## config.mk

```make
export PLATFORM = sky130hd
export DESIGN_NAME = fifo_rd_packer
export DESIGN_NICKNAME = d
export VERILOG_FILES = /design/src/rtl/fifo_rd_packer_pkg.sv /design/src/rtl/fifo_out_reg.sv /design/src/rtl/fifo_rd_packer.sv
export SDC_FILE = /design/constraint.sdc
export NUM_CORES = 1
export LEC_CHECK = 0
export CAP_MARGIN = 20
export CORE_UTILIZATION = 37
export DETAILED_ROUTE_END_ITERATION = 12
export PLACE_DENSITY = 0.58
export SLEW_MARGIN = 0
export SYNTH_ARGS = -nofsm -noshare
export SYNTH_HDL_FRONTEND = slang
export SYNTH_SLANG_ARGS = --single-unit
```

## constraint.sdc

```tcl
create_clock -name rclk -period 3.7 [get_ports rclk]
set_input_delay 0.74 -clock rclk [delete_from_list [all_inputs] [get_ports rclk]]
set_output_delay 0.74 -clock rclk [all_outputs]
set_load 0.03 [all_outputs]
```

## src/rtl/fifo_rd_packer_pkg.sv

```systemverilog
// Shared definitions for the read-side FIFO packer: FSM encoding, default sizes
// and the lane-counter width helper.
package fifo_rd_packer_pkg;

  localparam int unsigned DSIZE_DEF = 6;
  localparam int unsigned PACK_DEF  = 4;

  typedef enum logic [1:0] {
    FILL = 2'd0,
    HOLD = 2'd1,
    EMIT = 2'd2
  } rd_state_e;

  // Lane counter must represent 0..PACK inclusive.
  function automatic int unsigned cnt_width(input int unsigned pack);
    return $clog2(pack + 1);
  endfunction

endpackage

```

## src/rtl/fifo_out_reg.sv

```systemverilog
// Valid/ready output holding register: loads when told to, holds while the
// consumer stalls, drops valid once the word has been taken.
module fifo_out_reg #(
  parameter int unsigned W = 24
) (
  input  logic         rclk,
  input  logic         rrst_n,
  input  logic         load,
  input  logic [W-1:0] load_data,
  input  logic         out_ready,
  output logic [W-1:0] out_payload,
  output logic         out_valid,
  output logic         free_c
);

  logic [W-1:0] data_q, data_d;
  logic         valid_q, valid_d;

  always_comb begin
    data_d  = data_q;
    valid_d = valid_q;
    if (load) begin
      data_d  = load_data;
      valid_d = 1'b1;
    end else if (out_ready) begin
      valid_d = 1'b0;
    end
  end

  always_ff @(posedge rclk or negedge rrst_n) begin
    if (!rrst_n) begin
      data_q  <= '0;
      valid_q <= 1'b0;
    end else begin
      data_q  <= data_d;
      valid_q <= valid_d;
    end
  end

  assign out_payload = data_q;
  assign out_valid   = valid_q;
  // Free when empty, or when the current word is being taken this cycle.
  assign free_c      = !valid_q || out_ready;

endmodule

```

## src/rtl/fifo_rd_packer.sv

```systemverilog
// Read-side FIFO consumer: pops DSIZE-bit words and packs PACK of them into one
// valid/ready output word. Optional partial-word flush under RD_PACKER_FLUSH_EN.
module fifo_rd_packer
  import fifo_rd_packer_pkg::*;
#(
  parameter  int unsigned DSIZE = DSIZE_DEF,
  parameter  int unsigned PACK  = PACK_DEF,
  localparam int unsigned CW    = cnt_width(PACK)
) (
  input  logic                  rclk,
  input  logic                  rrst_n,
  input  logic                  rempty,
  input  logic [DSIZE-1:0]      rdata,
  output logic                  rinc,
  output logic [DSIZE*PACK-1:0] out_data,
  output logic                  out_valid,
  input  logic                  out_ready
`ifdef RD_PACKER_FLUSH_EN
  ,
  input  logic                  flush,
  output logic [CW-1:0]         out_cnt
`endif
);

  localparam int unsigned DW = DSIZE * PACK;
`ifdef RD_PACKER_FLUSH_EN
  localparam int unsigned OW = DW + CW;
`else
  localparam int unsigned OW = DW;
`endif

  rd_state_e                  state_q, state_d;
  logic [CW-1:0]              cnt_q, cnt_d;
  logic                       inflight_q, inflight_d;
  logic [PACK-1:0][DSIZE-1:0] acc_q, acc_d;
  logic                       run_q;

  logic [CW:0]                sum_c;
  logic                       free_c;
  logic                       load_c;
  logic                       last_cap_c;
  logic                       part_go_c;
  logic                       flush_hold_c;
  logic [OW-1:0]              load_data_c;
  logic [OW-1:0]              out_payload;

  // Occupied plus requested lanes, one bit wider so PACK is representable.
  assign sum_c = {1'b0, cnt_q} + {{CW{1'b0}}, inflight_q};

  // run_q gives a synchronous release: no pop until the first edge after reset.
  assign rinc = run_q && !rempty && (state_q == FILL) &&
                (sum_c < (CW+1)'(PACK)) && !flush_hold_c;

  assign last_cap_c = inflight_q && (cnt_q == CW'(PACK - 1));
  assign part_go_c  = flush_hold_c && !inflight_q && (cnt_q != '0);

`ifdef RD_PACKER_FLUSH_EN
  logic flush_pend_q, flush_pend_d;
  logic flush_act_c;

  // A flush is remembered until the partial word has been emitted, so a
  // single-cycle request survives an in-flight pop.
  assign flush_act_c  = flush && (state_q == FILL) && ((cnt_q != '0) || inflight_q);
  assign flush_hold_c = flush_act_c || flush_pend_q;

  always_comb begin
    flush_pend_d = flush_pend_q;
    if (state_q == EMIT) begin
      flush_pend_d = 1'b0;
    end else if (flush_act_c) begin
      flush_pend_d = 1'b1;
    end
  end

  always_ff @(posedge rclk or negedge rrst_n) begin
    if (!rrst_n) begin
      flush_pend_q <= 1'b0;
    end else begin
      flush_pend_q <= flush_pend_d;
    end
  end

  assign load_data_c = {cnt_q, acc_q};
`else
  assign flush_hold_c = 1'b0;
  assign load_data_c  = acc_q;
`endif

  // FSM state register
  always_ff @(posedge rclk or negedge rrst_n) begin
    if (!rrst_n) begin
      state_q <= FILL;
    end else begin
      state_q <= state_d;
    end
  end

  // FSM next state
  always_comb begin
    state_d = state_q;
    unique case (state_q)
      FILL: begin
        if (last_cap_c || part_go_c) begin
          state_d = free_c ? EMIT : HOLD;
        end
      end
      HOLD: begin
        if (free_c) begin
          state_d = EMIT;
        end
      end
      EMIT:    state_d = FILL;
      default: state_d = FILL;
    endcase
  end

  // FSM outputs: EMIT is only reached when the output register is free.
  always_comb begin
    load_c = 1'b0;
    if (state_q == EMIT) begin
      load_c = 1'b1;
    end
  end

  // Lane capture; clearing on emit leaves unused lanes of a partial word zero.
  always_comb begin
    inflight_d = rinc;
    cnt_d      = cnt_q;
    acc_d      = acc_q;
    if (inflight_q) begin
      for (int i = 0; i < int'(PACK); i++) begin
        if (cnt_q == CW'(i)) begin
          acc_d[i] = rdata;
        end
      end
      cnt_d = cnt_q + CW'(1);
    end
    if (load_c) begin
      cnt_d = '0;
      acc_d = '0;
    end
  end

  always_ff @(posedge rclk or negedge rrst_n) begin
    if (!rrst_n) begin
      cnt_q      <= '0;
      inflight_q <= 1'b0;
      acc_q      <= '0;
      run_q      <= 1'b0;
    end else begin
      cnt_q      <= cnt_d;
      inflight_q <= inflight_d;
      acc_q      <= acc_d;
      run_q      <= 1'b1;
    end
  end

  fifo_out_reg #(
    .W (OW)
  ) u_out_reg (
    .rclk        (rclk),
    .rrst_n      (rrst_n),
    .load        (load_c),
    .load_data   (load_data_c),
    .out_ready   (out_ready),
    .out_payload (out_payload),
    .out_valid   (out_valid),
    .free_c      (free_c)
  );

  assign out_data = out_payload[DW-1:0];
`ifdef RD_PACKER_FLUSH_EN
  assign out_cnt  = out_payload[OW-1:DW];
`endif

endmodule

```

======== After elaboration in Yosys (flattened, before gate mapping) ========
Cells that the tools add are included.
word-level totals
  flip-flop bits (word level) ............. 56
  bits of input ports ..................... 10
  logic and storage cells ................. 55
  output and inout port bits .............. 26
operators by class
  mux-type cells .......................... 15
  add/sub/neg operators ................... 2
  reduce and logical (&&, ||, !) cells .... 20
  magnitude comparators ................... 1
  equal/unequal tests ..................... 7
operators with widths
  kind                                                                          count
  24-bit 2-to-1 mux                                                             2
  6-bit 2-to-1 mux                                                              4
  2-bit nonzero test                                                            6
  2-bit AND reduction                                                           5
  3-bit by 2-bit == test with 1-bit output, second input constant               2
  2-bit 2-to-1 mux                                                              3
  3-bit 2-to-1 mux                                                              2
  3-bit by 1-bit adder with 4-bit output                                        1
  1-bit logical AND                                                             4
  4-bit by 3-bit less-than comparator with 1-bit output, second input constant  1
  2-bit != test, second input constant                                          2
  2-bit one-hot mux with 2 select lines                                         1
  3-bit by 1-bit adder with 3-bit output, second input constant                 1
  3-bit by 1-bit == test with 1-bit output, second input constant               1
  3-bit logical NOT                                                             1
  1-bit 2-to-1 mux                                                              3
  2-bit by 1-bit == test with 1-bit output, second input constant               1
  2-bit == test, second input constant                                          1
  1-bit logical NOT                                                             2
  2-bit logical NOT                                                             1
  1-bit logical OR                                                              1

======== Logic depth before layout (Yosys ltp) ========
  depth in word-level cells ............... 5
  gate-level depth with buffers ........... 6
  depth with buffers taken out ............ 5

======== Hierarchy ========
From an unflattened synthesis, not the netlist that was laid out.
unflattened totals
  cells, all modules ...................... 180
  area, all modules ....................... 2326.0 µm²
modules (own cells, without submodules)
  module          area an instance (µm²)  instances  sequential area each (µm²)  cells each
  fifo_rd_packer  1295.0                  1          775.7                       126
  fifo_out_reg    1031.0                  1          625.6                       54

======== Worst setup path before layout ========
Ideal clock, no wire load.
  path type ............................... input -> output
  from .................................... input rempty
  to ...................................... output rinc
  stages on the path ...................... 3
  data required time ...................... 2960 ps
  data arrival time ....................... 1499 ps
  buffers on the path ..................... 0
  slack ................................... 1461 ps
  path through ............................ nor3_1 -> nand3_1 -> a31oi_1
between the ends
  cells in the longest elaborated chain, start to end .. 4
RTL lines
  item                             line                  source
  from (decl)                      fifo_rd_packer.sv:12  input logic rempty,
  1-bit logical NOT                fifo_rd_packer.sv:51  assign rinc = run_q && !rempty && (state_q == FILL) &&
  1-bit logical AND (3 in series)  fifo_rd_packer.sv:51
  to (decl)                        fifo_rd_packer.sv:14  output logic rinc,
No other way between the ends.

======== Final worst setup path ========
Same ends and word-level chain as after synthesis.

==> results.toml <==
[floorplan]
initial_core_util = 0.382
die_h_um = 80.2
die_area_um2 = 6430
die_w_um = 80.2
core_um2 = 5920
row_count = 28
io-pin-count = 36

[place]
pre_cts_ws_ns = 0.648
place.gp.congestion = 0.735
port_buffers = 35
placed_cells = 329
dpl.hpwl_um = 2850

[logic_synthesis]
yosys_warnings = 0
avgSynthCellArea_um2 = 9.71
synth_top_cell_by_area = "dfrtp_1"
syn_inst = 233
synth_area_leaders = "dfrtp_1 62%, nand2_1 14%, nand3_1 5.5%"
yosys_register_bits = 56
synth-edff-count = 0
syn-cell-area_um2 = 2260
synthFlopType = "dfrtp_1"
async_reset_ff_frac = 1.00
yosysSeqAreaShare = 0.619
syn_nets = 248
ys_top_cells_by_count = "86 x nand2_1, 56 x dfrtp_1, 25 x nand3_1"
synth_cell_types = 22
yosysMostFrequentCell = "nand2_1"
yosysTopAreaCellShare = 0.619

[critical_path]
crit_path_end_kind = "output port"
cp-start-kind = "input port"
crit_fanout = 2
worst-setup-path-type = "input port to output port"
cp_data_required_time_ns = 2.96
cp.arrival_ns = 2.31

[layout]
fin_util = 0.459
area_growth_pct = 20.1
drive_above_1_share = 0.0456
regArea_um2 = 1400
antenna_cells = 0
fin_cells = 338
multi_input_area_um2 = 748
num-fill-cells = 584
nets = 277

[timing]
setup_slack_ns = 0.646
tightest_slew_ns = 0.940
fin_crit_sh = 0.825
max_freq_mhz = 327
rsz0062_at_grt = "no"
setup_violations = 0
finalHoldViolations = 0
max-slew-margin-rel = 0.373
finalClockSkew_ns = 0.00976
final-max-slew-violation-count = 0
setup-tns-final_ns = 0
fin_hold_ws_ns = 0.449
period_minus_slack_ns = 3.05

[run]
drv_cap = 0

[clock_network]
root_buffer = "clkbuf_8"
clock_latency_ns = 0.32
clkTransAtPathRegs_ns = 0.11
hold_buffers = 0
cts_sinks = 56
cts_buffer_depth = 2
cts_tree = "built"
cts-buffers-inserted = 5
postCtsSetupBuffers = 0
htreeDepth = 2
cts_resized = 0

[status]
status = "finished clean"

[power_and_ir_drop]
clock_power_share = 0.169
powerDensity_nw_per_um2 = 777
p_leak_nw = 1.34
irDropWorstVdd_v = 0.000267
internal_power_mw = 1.32
swShare = 0.374
p_switching_mw = 0.789
seqPwrFrac = 0.478
p_comb_frac = 0.352

[worst_hold_path]
hold_class = "input port to asynchronous set/reset pin"

[grt]
use_met1 = 0.194
grt_max_degree = 50
use_met3 = 0.0341
grt_pass1_wl_um = 7450
use_met2 = 0.256
grtUsageTotal = 0.153
grt_overflow = 0
antenna_found_initial = 0
grt_pass1_vias = 1607
busiest_layer = "met2"

[routing]
vias_per_cell = 4.78
drc = 0
num_vias = 1617
wl_per_cell_um = 13.0
ant_nets = 0
drtIter0Drc = 93
firstDrtPassIters = 4
drt_wl_total_um = 4380
-- power by group through the flow --
stage / combinational, mW / clock (mW) / sequential, mW
4_1_cts: 0.754 / 0.371 / 1.01
5_1_grt: 0.828 / 0.393 / 1.05
6_report: 0.744 / 0.358 / 1.01
2_1_floorplan: 0.281 / 0 / 1.20
3_3_place_gp: 0.736 / 0 / 1.02
3_5_place_dp: 0.753 / 0 / 1.03
-- cell usage in the layout (no fill, tap or decap), drive strengths merged, types with 4 or more instances in the layout --
cell type,n
a21oi,7
o21ai,18
ha,5
clkbuf,5
clkdlybuf4s50,34
dfrtp,56
nor2,4
inv,5
nand3,25
nand2,86
-- cells by family after synthesis --
| logic type | after synthesis | share of synthesized area |
|---|---|---|
| buffers and inverters | 18 | 0.0498 |
| DFF | 56 | 0.619 |
| adders and majority gates | 5 | 0.0277 |
| other | 1 | 0.00166 |
| and+or+nand+nor | 124 | 0.232 |
| xor gates and xnor gates | 1 | 0.00387 |
| AOI/OAI and AO/OA | 27 | 0.0614 |
| muxes | 1 | 0.00442 |
-- worst max-delay path: stages --
cell	delay [ns]
clkdlybuf4s50_1	0.40
nor3_1	0.15
nand3_1	0.10
a31oi_1	0.21
clkdlybuf4s50_1	0.71
-- per-layer routing --
layer / vias to the layer above / routed length [µm]
met3: 7 / 145
met5: - / 0
met4: 0 / 63
met1: 782 / 2100
met2: 23 / 2070
li1: 805 / -
-- path summary, 6_finish.rpt --
path                            cells past startpoint  slack, ns              startpoint                                    end
max in group asynchronous                           2       2.44                  rrst_n  u_out_reg.out_payload[21]$_DFFE_PN0P_
min in group rclk                                   2       0.47   acc_q[19]$_DFFE_PN0P_  u_out_reg.out_payload[19]$_DFFE_PN0P_
worst max register to register                      3       1.96  state_q[0]$_DFFE_PN0P_                   acc_q[5]$_DFFE_PN0P_
worst min-delay path                                1       0.45                  rrst_n                   acc_q[8]$_DFFE_PN0P_
worst max-delay path                                5       0.65                  rempty                                   rinc
worst min register to register                      2       0.47   acc_q[19]$_DFFE_PN0P_  u_out_reg.out_payload[19]$_DFFE_PN0P_
-- final cells by class --
type,count,share of cell area
timing repair buffer,37,0.135
clock inverter,3,0.00967
clock buffer,5,0.0253
tap,75,0.0345
inverter,3,0.00414
multi-input combinational,159,0.275
sequential,56,0.516
-- registers in the layout, indices dropped and copies added, names as in the netlist --
register / count
run_q: 1
u_out_reg.out_payload: 24
inflight_q: 1
cnt_q: 3
acc_q: 24
u_out_reg.out_valid: 1
state_q: 2
-- metrics by stage --
step / area (µm²) / power [mW]
floorplan: 2260 / 1.48
global placement: 2610 / 1.76
detailed placement: 2610 / 1.78
CTS: 2700 / 2.14
global route: 2720 / 2.27
finish: 2720 / 2.11
Power figures use the tool's default switching activity.
